--- src/rtl/imem_boot_loader.sv ---
// Loads a length-prefixed big-endian byte stream into instruction memory, holding the core in reset until complete.
// One write cycle per word (4 bytes in 5 cycles at best); rx_ready drops during WRITE/IDLE/DONE/ERR and the source must hold its byte.
module imem_boot_loader #(
  parameter int ADDR_WIDTH     = 10,
  parameter int TIMEOUT_CYCLES = 65535
) (
  input  logic                  clk,
  input  logic                  reset,
  input  logic                  start,
  input  logic                  rx_valid,
  input  logic [7:0]            rx_data,
  output logic                  rx_ready,
  output logic                  imem_we,
  output logic [ADDR_WIDTH-1:0] imem_addr,
  output logic [31:0]           imem_wdata,
  output logic                  core_reset,
  output logic                  busy,
  output logic                  done,
  output logic                  error
);

  localparam int unsigned DEPTH = 32'd1 << ADDR_WIDTH;
  localparam int          TW    = $clog2(TIMEOUT_CYCLES + 1);

  typedef enum logic [2:0] {
    S_IDLE,
    S_LEN_HI,
    S_LEN_LO,
    S_DATA,
    S_WRITE,
    S_DONE,
    S_ERR
  } state_t;

  state_t        state;
  state_t        stateNext;
  logic [15:0]   wordCount;
  logic [31:0]   wordIdx;
  logic [1:0]    byteIdx;
  logic [TW-1:0] tmoCnt;
  logic          xfer;
  logic          tmoHit;
  logic [15:0]   lenFull;
  logic          lastWord;

  assign rx_ready = (state == S_LEN_HI) || (state == S_LEN_LO) || (state == S_DATA);
  assign xfer     = rx_valid & rx_ready;
  assign imem_we  = (state == S_WRITE);
  assign busy     = rx_ready || (state == S_WRITE);
  assign done     = (state == S_DONE);
  assign error    = (state == S_ERR);
  assign lenFull  = {wordCount[15:8], rx_data};
  // The idle cycle that would bring the counter to TIMEOUT_CYCLES is the one that errors out.
  assign tmoHit   = (tmoCnt == TW'(TIMEOUT_CYCLES - 1));
  assign lastWord = (wordIdx == ({16'd0, wordCount} - 32'd1));

  always_comb begin
    stateNext = state;
    case (state)
      S_IDLE, S_DONE, S_ERR: begin
        if (start) stateNext = S_LEN_HI;
      end
      S_LEN_HI: begin
        if (xfer)        stateNext = S_LEN_LO;
        else if (tmoHit) stateNext = S_ERR;
      end
      S_LEN_LO: begin
        if (xfer) begin
          if (lenFull == 16'd0)                stateNext = S_DONE;
          else if ({16'd0, lenFull} > DEPTH)   stateNext = S_ERR;
          else                                 stateNext = S_DATA;
        end else if (tmoHit) begin
          stateNext = S_ERR;
        end
      end
      S_DATA: begin
        if (xfer) begin
          if (byteIdx == 2'd3) stateNext = S_WRITE;
        end else if (tmoHit) begin
          stateNext = S_ERR;
        end
      end
      S_WRITE: begin
        stateNext = lastWord ? S_DONE : S_DATA;
      end
      default: stateNext = S_IDLE;
    endcase
  end

  always_ff @(posedge clk or posedge reset) begin
    if (reset) begin
      state      <= S_IDLE;
      core_reset <= 1'b1;
      imem_addr  <= '0;
      imem_wdata <= '0;
      wordCount  <= '0;
      wordIdx    <= '0;
      byteIdx    <= '0;
      tmoCnt     <= '0;
    end else begin
      state      <= stateNext;
      core_reset <= (stateNext != S_DONE);
      case (state)
        S_IDLE, S_DONE, S_ERR: begin
          if (start) begin
            wordIdx <= '0;
            byteIdx <= '0;
            tmoCnt  <= '0;
          end
        end
        S_LEN_HI: begin
          if (xfer) begin
            wordCount[15:8] <= rx_data;
            tmoCnt          <= '0;
          end else begin
            tmoCnt <= tmoCnt + 1'b1;
          end
        end
        S_LEN_LO: begin
          if (xfer) begin
            wordCount[7:0] <= rx_data;
            byteIdx        <= '0;
            tmoCnt         <= '0;
          end else begin
            tmoCnt <= tmoCnt + 1'b1;
          end
        end
        S_DATA: begin
          if (xfer) begin
            imem_wdata <= {imem_wdata[23:0], rx_data};
            byteIdx    <= byteIdx + 2'd1;
            tmoCnt     <= '0;
            // Latch the address now so it stays stable after wordIdx advances.
            if (byteIdx == 2'd3) imem_addr <= wordIdx[ADDR_WIDTH-1:0];
          end else begin
            tmoCnt <= tmoCnt + 1'b1;
          end
        end
        S_WRITE: begin
          tmoCnt  <= '0;
          byteIdx <= '0;
          if (!lastWord) wordIdx <= wordIdx + 32'd1;
        end
        default: ;
      endcase
    end
  end

endmodule

--- config.mk ---
export PLATFORM = sky130hd
export DESIGN_NAME = imem_boot_loader
export DESIGN_NICKNAME = d
export VERILOG_FILES = /design/src/rtl/imem_boot_loader.sv
export SDC_FILE = /design/constraint.sdc
export NUM_CORES = 1
export LEC_CHECK = 0
export CORE_MARGIN = 5
export CORE_UTILIZATION = 51
export CTS_CLUSTER_DIAMETER = 50
export DETAILED_ROUTE_END_ITERATION = 12
export HOLD_SLACK_MARGIN = 0.1
export PLACE_DENSITY = 0.82
export SKIP_CTS_REPAIR_TIMING = 1
export SYNTH_ARGS = -nofsm -noshare
export SYNTH_HDL_FRONTEND = slang
export SYNTH_SLANG_ARGS = --single-unit
--- constraint.sdc ---
create_clock -name clk -period 7.9 [get_ports clk]
set_input_delay 1.185 -clock clk [delete_from_list [all_inputs] [get_ports clk]]
set_output_delay 1.185 -clock clk [all_outputs]
set_load 0.02 [all_outputs]
==> summary.md, run 1 <==
| Metric | Value |
|---|---|
| Outcome | complete, no violations |
| Die height | 117.9 µm |
| Cell accounting for the most synthesized area | dfrtp_1 |
| CP Class | in -> reg |
| Final #Nets | 658 |
| Number of max-slew violations in the final report | 0 |
| CP Cell Sequence | clkdlybuf4s50_1, inv_1, maj3_1, a21oi_1, and3_1, nor3b_1, o21ai_0, a22o_1 |
| Diodes inserted | 0 |
| Synth area leaders | dfrtp_1 (47%), mux2_2 (11%), o21ai_0 (3.3%) |
| Tmin final | 3.681 ns |
| Largest net degree at the start of global routing | 60 |
| Max VDD drop | 235.8 µV |
| Critical Path Fanout Max | 11 |
| Static Leak | 2.867 nW |
| Finish-stage setup viols | 0 |
| Dpl ws | 3.892 ns |
| Core ar. | 11420 µm² |
| Post-synth EDFFs | 0 |
| RSZ-0062 raised after global routing | false |
| Share of layout cells above drive strength 1 | 13.78% |
| Buf+Inv Stages, Crit Path | 2 |
| Crit path DAT | 3.92 ns |
| Hold Vio Cnt, Final | 0 |
| Port Buffers | 59 |
| Hold WS | 0.5054 ns |
| Placed cell count | 773 |
| DRC | 0 |
| Least-Margin Pin Slew | 1.042 ns |
| CP Data Required Time | 8.14 ns |
| CTS Sinks | 112 |
| Vias in the first global route | 4805 |
| Wirelength per Cell | 17.56 µm |
| Global route overflow | 0 |
| Mux cell area share after synthesis | 11.31% |
| Htree depth | 3 |
| Crit share post-route | 46.59% |
| Initial Util | 52.02% |
| Layout Utilization | 60.79% |
| Slew HR | 30.56% |
| Layout area overhead | 16.87% |
| Top FF cell, synth | dfrtp_1 |
| Gate Count Post-Synth | 593 |
| Pwr Density | 330.9 nW/µm² |
| Adder-cell share of the synthesized area | 1.390% |
| DR vias | 4921 |
| Worst path max stage delay | 0.62 ns |
| Row count | 39 |
| CTS clk-pin slew, worst paths | 0.08 ns |
| Tot GR Track Use | 19.79% |
| Min-delay src | imem_wdata[29] |
| Non-Filler Instances | 789 |
| Worst Setup End Kind | register |
| Worst min path class | reg -> reg |
| Post-DP HPWL | 9798 µm |
| Post-synthesis net count | 610 |
| Post-DP Area | 6634 µm² |
| DIE AREA | 13900 µm² |
| CTS tree | yes |
| Vias/cell | 6.237 |
| Main combinational cell family by area after synthesis | simple AND/OR/NAND/NOR gates |
| Fmax | 271.7 MHz |
| Crit-path slowest cell | clkdlybuf4s50_1 |
| Ys async rst share | 100.0% |
| Crit path launch type | input pin |
| First DRT Iteration DRCs | 380 |
| Top cell type's share of synthesized area | 46.77% |
| Complex-gate fraction of the synthesized area | 11.31% |
| Register area share after synthesis | 47.21% |
| Initial antenna violation count | 0 |
| Yosys reg bits | 112 |
| Critical path's top delay family | compound AO/OA/AOI/OAI gates |
| Simple-gate share of the synthesized area | 21.63% |
| First-pass GRT wire length | 23470 µm |
| Final instance area | 6942 µm² |
| Synth Area in XOR/XNOR | 4.571% |
| CTS Buf Count | 9 |
| Max Cap Violations | 0 |
| Router iterations before antenna repair | 5 |
| Root Buffer Master | clkbuf_16 |
| Post-synthesis cell area | 5939 µm² |
| PnR worst setup slack | 4.219 ns |
| Netlist cell types | 61 |
| Worst reg2reg path startpoint | wordCount[0] |
| Final TNS setup | 0 ns |
| GP Congestion | 0.9208 |
| I/O pin cnt | 60 |
| Worst setup path start | start |
| Overall Power | 2.297 mW |
| Worst skew pair latency | 0.34 ns |
| Clock Skews | 0.004903 ns |
| YS warnings | 0 |
| Die width | 117.9 µm |
| Clk buf depth | 2 |
| Avg Synthesized Cell Area | 10.02 µm² |
| Antenna viol nets, final | 0 |
| Final WL | 13850 µm |
| Filler cells | 924 |
[final timing paths]
check                                 end  slack, ns  cells after the start
max in group asynchronous     wordIdx[30]       5.44                      3
setup reg to reg               wordIdx[8]       4.43                     10
hold reg to reg            imem_wdata[29]       0.51                      1
hold / removal             imem_wdata[29]       0.51                      1
setup / recovery                tmoCnt[9]       4.22                      8
min in group asynchronous  imem_wdata[14]       1.27                      2
[cell usage after synthesis, types with 3 or more instances]
library cell,instances
buf_2,5
buf_1,4
o2111ai_1,4
nor4_1,12
nor2b_1,3
o31ai_1,3
ha_1,5
xor2_1,16
o21ai_0,39
nand2_1,42
dfrtp_1,111
clkbuf_1,16
mux2i_1,3
nand4_1,17
inv_1,14
and4_1,6
nor3_1,14
a31oi_1,5
nand3_1,31
o311ai_0,3
and3_1,12
a21oi_1,30
a22o_1,3
o211ai_1,3
or3_1,24
and2_1,4
nor2_1,49
xnor2_1,15
or4_1,3
mux2_2,56
[layout make-up]
type	instances	area (µm²)	share of cell area, %
clock inverter	7	82.58	1.190
inverter	14	55.05	0.7931
clock buffer	9	225.2	3.244
tap	143	178.9	2.578
sequential	112	2804	40.39
timing repair buffer	62	613.1	8.832
multi-input combinational	442	2983	42.97
[sequential cells by signal (all words and copies together) (netlist names)]
name	cells
imem_wdata	32
core_reset	1
state	3
wordCount	16
imem_addr	10
wordIdx	32
tmoCnt	16
byteIdx	2
[worst register-to-register path: cells and delay by family (launching register included)]
family,cells,cell delay (ns)
compound gates,2,0.41
fa+ha+maj,1,0.24
buf+inv,1,0.10
flops,1,0.44
mux,1,0.25
simple gates,5,1.95
[logic make-up (layout without fill, tap and decap cells)]
logic type | after synthesis | after routing
XOR/XNOR | 31 | 31
flip-flops | 112 | 112
multiplexers | 60 | 60
adder cells (fa/ha/maj) | 7 | 7
buffers and inverters | 39 | 92
AO/OA/AOI/OAI | 108 | 108
AND/OR/NAND/NOR | 236 | 236
[routing by layer]
layer / track usage (%) / routed length [µm] / vias up / share of wire, %
met5: 0 / 0 / - / 0
met4: 8.029 / 344 / 0 / 2.5
met3: 3.316 / 902 / 27 / 6.5
met2: 31.61 / 6530 / 227 / 47
met1: 26.83 / 6075 / 2394 / 44
li1: - / - / 2273 / -
[power breakdown]
group / internal, mW / total [mW] / switching [mW]
Combinational: 0.440 / 0.931 / 0.491
Sequential: 0.721 / 0.902 / 0.181
Clock: 0.250 / 0.464 / 0.214
Total: 1.41 / 2.30 / 0.886
[cells in the final DEF, fill, tap and decap left out, types with 3 or more instances in the layout]
cell,synthesis,final
and2_1,4,4
ha_1,5,5
or3_1,24,24
and3_1,12,12
clkbuf_16,0,9
nor2_1,49,49
mux2_2,56,56
and4_1,6,6
o31ai_1,3,3
or4_1,3,3
dfrtp_1,111,111
a22o_1,3,3
nor3_1,14,14
nand2_1,42,42
o21ai_0,39,39
mux2i_1,3,3
o311ai_0,3,3
o211ai_1,3,3
xor2_1,16,16
nand3_1,31,31
a21oi_1,30,30
buf_4,0,3
clkdlybuf4s50_1,0,59
nor2b_1,3,3
nand4_1,17,17
a31oi_1,5,5
o2111ai_1,4,4
nor4_1,12,12
inv_1,14,13
xnor2_1,15,15
No activity file was read; power rests on OpenSTA's default activity.
==> run 2: changes to the inputs <==
==> constraint.sdc (replaced) <==
create_clock -name clk -period 3.4 [get_ports clk]
set_input_delay 0.51 -clock clk [delete_from_list [all_inputs] [get_ports clk]]
set_output_delay 0.51 -clock clk [all_outputs]
set_load 0.02 [all_outputs]
==> run 2 against run 1 <==
  * Count of clock-buffer cells in the layout grew 1
  * Sequential power up 130%
  * Combinational power grew 140%
  * Setup slack got worse by 4.0 ns
  * Total power grew 130%
  * Cell area grew 0.90%
  * Global-route usage rose by 0.11 points
  * Wire length fell by 0.58%
  * Sequential cell count did not move
  * Via count is 1.6% lower
  * First-iteration DRC count down 3.4%
  * Hold slack lost 0.0012 ns
  * Largest cell class unchanged
==> summary.md, run 2 (synthesis results as in run 1) <==
| Metric | Value |
|---|---|
| First-pass GRT wire length | 23370 µm (-0.41%) |
| Most frequent cells in the layout | dfrtp_1 (111), clkdlybuf4s50_1 (59), mux2_2 (56) |
| GP Congestion | 0.9706 (+5.4%) |
| Crit path launch type | register |
| Initial antenna violation count | 0 (unchanged) |
| Router iterations before antenna repair | 5 (unchanged) |
| Commonest non-fill, non-tap cell in the layout | dfrtp_1 |
| Area of the multi-input gates | 2983 µm² (unchanged) |
| Reg power frac | 38.9% (-0.4 points) |
| Final instance area | 7004 µm² (+0.90%) |
| Filler cells | 904 (-2.2%) |
| Worst Setup End Kind | register |
| Reg2reg setup slack | 0.22 ns (-4.21 ns) |
| Finish-stage setup viols | 0 (unchanged) |
| Wirelength per Cell | 17.32 µm (-1.3%) |
| I/O pin cnt | 60 (unchanged) |
| Worst path max stage delay | 0.62 ns (about the same) |
| Worst skew pair latency | 0.35 ns (about the same) |
| Cell internal pwr | 3.314 mW (+130%) |
| Final WL | 13770 µm (-0.58%) |
| Share of layout cells above drive strength 1 | 14.57% (+0.79 points) |
| Initial Util | 52.02% (unchanged) |
| Clock Skews | 0.009584 ns (+0.004681 ns) |
| Vias in the first global route | 4812 (+0.15%) |
| Tot GR Track Use | 19.90% (+0.11 points) |
| Largest net degree at the start of global routing | 48 (-20%) |
| CTS Buf Count | 9 (unchanged) |
| Port Buffers | 59 (unchanged) |
| Root Buffer Master | clkbuf_16 |
| Core ar. | 11420 µm² (unchanged) |
| Max Cap Violations | 0 (unchanged) |
| CTS Sinks | 112 (unchanged) |
| Pwr Density | 765.9 nW/µm² (+130%) |
| CP Cell Sequence | or4_4, nor4_4, mux2_1, nor3_1, or3_4, nor2_4, buf_4, or4_1, a21oi_1 |
| First DRT Iteration DRCs | 367 (-3.4%) |
| Final #Nets | 665 (+1.1%) |
| Critical Path Fanout Max | 27 (+16) |
| Fmax | 314.9 MHz |
| Row count | 39 (unchanged) |
| Crit share post-route | 93.40% |
| Antenna viol nets, final | 0 (unchanged) |
| Diodes inserted | 0 (unchanged) |
| Final TNS setup | 0 ns (unchanged) |
| Clk buf depth | 2 (unchanged) |
| Least-Margin Pin Slew | 1.074 ns (+0.03267 ns) |
| Switching Fraction | 38.23% (-0.33 points) |
| Crit path DAT | 3.43 ns (-0.49 ns) |
| Crit-path slowest cell | or4_4 |
| Post-DP Area | 6700 µm² (+1.0%) |
| Global route overflow | 0 (unchanged) |
| DR vias | 4843 (-1.6%) |
| Critical path's top delay family | simple AND/OR/NAND/NOR gates |
| CP Data Required Time | 3.65 ns (-4.49 ns) |
| Vias/cell | 6.092 (-2.3%) |
| Tmin final | 3.175 ns |
| DIE AREA | 13900 µm² (unchanged) |
| CP Class | reg -> reg |
| Worst min path class | reg -> reg |
| Die width | 117.9 µm (unchanged) |
| Static Leak | 2.899 nW (+1.1%) |
| Net Sw Power | 2.051 mW (+130%) |
| Htree depth | 3 (unchanged) |
| Hold WS | 0.5042 ns (-0.001181 ns) |
| Die height | 117.9 µm (unchanged) |
| Hold Vio Cnt, Final | 0 (unchanged) |
| Slew HR | 28.38% (-2.2 points) |
| CTS tree | yes |
| Max VDD drop | 580.8 µV (+150%) |
| DRC | 0 (unchanged) |
| RSZ-0062 raised after global routing | false |
| Number of max-slew violations in the final report | 0 (unchanged) |
| Clock power share | 20.0% (-0.2 points) |
| Layout area overhead | 17.93% |
| Largest regs | imem_wdata (32), wordIdx (32) |
| Outcome | complete, no violations |
| Post-DP HPWL | 10010 µm (+2.2%) |
| Logic pwr share | 41.1% (+0.6 points) |
| CTS clk-pin slew, worst paths | 0.07 ns (about the same) |
| Seq. cell area | 2804 µm² (unchanged) |
| Buf+Inv Stages, Crit Path | 1 (-1) |
==> run 2: changes by cell type in the layout (fill, tap and decap cells not counted), sizes merged <==
cell / before / now
buf: 3 / 10
clkinv: 5 / 3
clkbuf: 9 / 10
clkinvlp: 0 / 1
inv: 15 / 14
==> run 2: path summary, 6_finish.rpt <==
| kind | from | endpoint | depth (start not counted) |
|---|---|---|---|
| worst max register to register | wordCount[4] | wordIdx[20] | 9 |
| max in group asynchronous | reset | imem_wdata[24] | 3 |
| worst max-delay path | wordCount[4] | wordIdx[20] | 9 |
| min in group asynchronous | reset | imem_wdata[6] | 2 |
| worst min-delay path | imem_wdata[28] | imem_wdata[28] | 1 |
| worst min register to register | imem_wdata[28] | imem_wdata[28] | 1 |
==> run 2: worst reg2reg max path: stages, from the launching register on <==
cell,delay [ns]
dfrtp_1,0.48
or4_4,0.62
nor4_4,0.32
mux2_1,0.34
nor3_1,0.19
or3_4,0.20
nor2_4,0.05
buf_4,0.21
or4_1,0.48
a21oi_1,0.17
==> run 2: power groups by stage <==
| stage | sequential [mW] | clock, mW | combinational, mW |
|---|---|---|---|
| 5_1_grt | 2.14 | 1.14 | 2.39 |
| 4_1_cts | 2.08 | 1.09 | 2.21 |
| 2_1_floorplan | 2.21 | 0 | 1.25 |
| 3_3_place_gp | 2.07 | 0 | 2.14 |
| 6_report | 2.08 | 1.07 | 2.21 |
| 3_5_place_dp | 2.10 | 0 | 2.20 |
==> run 2: per-layer routing <==
| layer | GRT usage (%) | up-vias | routed length [µm] |
|---|---|---|---|
| li1 | - | 2287 | - |
| met1 | 26.67 | 2327 | 6158 |
| met2 | 31.86 | 199 | 6403 |
| met3 | 4.325 | 30 | 909 |
| met4 | 7.168 | 0 | 301 |
| met5 | 0 | - | 0 |
==> run 2: per-stage QoR <==
stage          utilization, %  std cells  setup WS [ns]  total power [mW]
2_1_floorplan               -        593         0.6206             3.460
4_1_cts                 61.34        795         0.2352             5.379
3_3_place_gp            58.68        780         0.3170             4.202
3_5_place_dp            58.68        780         0.2620             4.301
5_1_grt                 61.34        795         0.1172             5.666
6_report                61.34        795         0.2246             5.364
==> run 2: area by class of cell <==
class | instances | area share (%)
multi-input combinational | 442 | 42.59
sequential | 112 | 40.03
timing repair buffer | 69 | 9.682
clock buffer | 10 | 3.412
tap | 143 | 2.554
clock inverter | 5 | 0.9289
inverter | 14 | 0.8039
==> run 3: changes to the inputs <==
--- a/config.mk
+++ b/config.mk
@@ -11,7 +11,7 @@
 export DETAILED_ROUTE_END_ITERATION = 12
 export HOLD_SLACK_MARGIN = 0.1
 export PLACE_DENSITY = 0.82
-export SKIP_CTS_REPAIR_TIMING = 1
+export REMOVE_ABC_BUFFERS = 1
 export SYNTH_ARGS = -nofsm -noshare
 export SYNTH_HDL_FRONTEND = slang
 export SYNTH_SLANG_ARGS = --single-unit
==> run 3 against run 2 <==
  * Cell area is 0.48% higher
  * Via count is 1.9% lower
  * Combinational power is essentially flat
  * Fmax increased by 0.44%
  * Critical path type unchanged
  * Largest cell class unchanged
  * Sequential cell count stayed put
  * Die area stayed put
  * Clock power increased by 7%
  * Register-to-register slack about the same
==> summary.md, run 3 (synthesis results as in run 1) <==
| Metric | Value |
|---|---|
| Logic pwr share | 40.4% (-0.7 points) |
| Largest net degree at the start of global routing | 60 (+25%) |
| CTS clk-pin slew, worst paths | 0.07 ns (about the same) |
| Dpl ws | 0.2897 ns (+0.02765 ns) |
| CTS tree | yes |
| Overall Power | 5.435 mW (+1.3%) |
| Hold path cells | 1 (unchanged) |
| Critical Path Fanout Max | 23 (-15%) |
| Min-delay src | imem_wdata[27] |
| Worst path max stage delay | 0.62 ns (about the same) |
| Postcts setup bufs | 0 |
| DR vias | 4752 (-1.9%) |
| GP Congestion | 0.9364 (-3.5%) |
| Post-DP HPWL | 10190 µm (+1.7%) |
| Die height | 117.9 µm (unchanged) |
| Post-DP Area | 6703 µm² (about the same) |
| Max VDD drop | 504.4 µV (-13%) |
| Static Leak | 2.908 nW (+0.33%) |
| Htree depth | 3 (unchanged) |
| Worst Setup End Kind | register |
| Hold Vio Cnt, Final | 0 (unchanged) |
| Root Buffer Master | clkbuf_16 |
| Clock Skews | 0.005382 ns (-0.004203 ns) |
| Clock power share | 21.1% (+1.1 points) |
| Wirelength per Cell | 17.40 µm (+0.45%) |
| Crit path DAT | 3.43 ns (about the same) |
| Global route overflow | 0 (unchanged) |
| Finish-stage setup viols | 0 (unchanged) |
| Final instance area | 7038 µm² (+0.48%) |
| Cell internal pwr | 3.400 mW (+2.6%) |
| Filler cells | 915 (+1.2%) |
| CTS Buf Count | 9 (unchanged) |
| Router iterations before antenna repair | 4 (-1) |
| PnR worst setup slack | 0.2386 ns (+0.01401 ns) |
| Die width | 117.9 µm (unchanged) |
| Core ar. | 11420 µm² (unchanged) |
| Seq. cell area | 2804 µm² (unchanged) |
| RSZ-0062 raised after global routing | false |
| Initial antenna violation count | 0 (unchanged) |
| Reg2reg setup slack | 0.24 ns (about the same) |
| Vias/cell | 5.985 (-1.8%) |
| DRC | 0 (unchanged) |
| Initial Util | 52.02% (unchanged) |
| Row count | 39 (unchanged) |
| Reg power frac | 38.4% (-0.5 points) |
| Layout area overhead | 18.50% |
| Final #Nets | 663 (-0.30%) |
| First-pass GRT wire length | 23610 µm (+1.0%) |
| Tot GR Track Use | 20.33% (+0.44 points) |
| Area of the multi-input gates | 2995 µm² (+0.42%) |
| Least-Margin Pin Slew | 0.9814 ns (-0.09286 ns) |
| Max Cap Violations | 0 (unchanged) |
| First DRT Iteration DRCs | 365 (-0.54%) |
| Crit path launch type | register |
| Crit-path slowest cell | or4_4 |
| Reg2Reg Depth | 9 (unchanged) |
| Final WL | 13820 µm (+0.33%) |
| Net Sw Power | 2.035 mW (-0.78%) |
| Worst reg2reg path startpoint | wordCount[4] |
| DIE AREA | 13900 µm² (unchanged) |
| Crit share post-route | 92.98% (-0.41 points) |
| Antenna viol nets, final | 0 (unchanged) |
| Switching Fraction | 37.44% (-0.79 points) |
| RR Endpoint | wordIdx[7] |
| Post-CTS sizing | 0 |
| Largest regs | imem_wdata (32), wordIdx (32) |
| Worst min path class | reg -> reg |
| Vias in the first global route | 4813 (+0.021%) |
| Number of max-slew violations in the final report | 0 (unchanged) |
| Post-CTS Hold Buffers | 0 |
| Hold EP | imem_wdata[27] |
| CTS Sinks | 112 (unchanged) |
| Diodes inserted | 0 (unchanged) |
| Clk buf depth | 2 (unchanged) |
| CP Cell Sequence | or4_4, nor4_1, xnor2_1, o2111ai_1, or3_4, nor2_4, buf_12, o21ai_0, a21oi_1 |
| I/O pin cnt | 60 (unchanged) |
| Slew HR | 34.57% (+6.2 points) |
| Pwr Density | 772.2 nW/µm² (+0.82%) |
| Layout Utilization | 61.64% (+0.30 points) |
| CP Data Required Time | 3.67 ns (+0.02 ns) |
| Port Buffers | 59 (unchanged) |
| Share of layout cells above drive strength 1 | 14.59% (+0.022 points) |
| Outcome | complete, no violations |
| CP Class | reg -> reg |
| Worst skew pair latency | 0.36 ns (about the same) |
| Commonest non-fill, non-tap cell in the layout | dfrtp_1 |
| Tmin final | 3.161 ns (-0.01401 ns) |
| Fmax | 316.3 MHz (+0.44%) |
| Most frequent cells in the layout | dfrtp_1 (111), clkdlybuf4s50_1 (59), mux2_2 (56) |
==> run 3: cell count changes in the layout (fill, tap and decap cells not counted), sizes merged <==
cell and change:
buf -2, bufinv +1, clkinv -1, inv +1
==> run 3: how the worst max path moves through the flow <==
stage | end | cells after the start | startpoint
global route | wordIdx[7] | 11 | wordCount[0]
detailed placement | wordIdx[12] | 9 | wordCount[4]
global placement | wordIdx[5] | 9 | wordCount[4]
CTS | wordIdx[7] | 11 | wordCount[0]
floorplan | byteIdx[0] | 1 | reset
finish | wordIdx[7] | 9 | wordCount[4]
==> run 3: final cells by class <==
cell class | instances | area share [%]
Multi-Input combinational cell | 442 | 42.56
Timing Repair Buffer | 67 | 9.600
Clock buffer | 10 | 3.396
Sequential cell | 112 | 39.84
Clock inverter | 6 | 1.280
Inverter | 14 | 0.7822
Tap cell | 143 | 2.542
==> run 3: critical path, delay by kind of cell (launching register included) <==
| family | cells | cell delay (ns) |
|---|---|---|
| AO/OA/AOI/OAI | 3 | 0.40 |
| flip-flops | 1 | 0.49 |
| AND/OR/NAND/NOR | 4 | 1.79 |
| buffers and inverters | 1 | 0.21 |
| XOR/XNOR | 1 | 0.17 |
==> run 3: layer usage <==
metal	part of all wire (%)	global-route usage (%)
met2	51	34.69
met4	1.5	6.380
met3	4.3	3.796
met1	43	26.17
met5	0	0
==> run 3: metrics by stage <==
step | setup TNS (ns) | std cells | hold slack (ns)
final | 0 | 794 | 0.5052
after global routing | 0 | 794 | 0.5281
after CTS | 0 | 794 | 0.5085
after detailed placement | 0 | 778 | 0.4926
after global placement | 0 | 778 | 0.4861
after floorplan | -7.476 | 568 | 0.4665
==> run 3: power groups by stage <==
| stage | registers [mW] | logic (mW) | clock network, mW |
|---|---|---|---|
| finish | 2.09 | 2.20 | 1.15 |
| detailed placement | 2.11 | 2.19 | 0 |
| global placement | 2.08 | 2.13 | 0 |
| global route | 2.15 | 2.38 | 1.23 |
| floorplan | 2.24 | 1.17 | 0 |
| CTS | 2.08 | 2.20 | 1.17 |
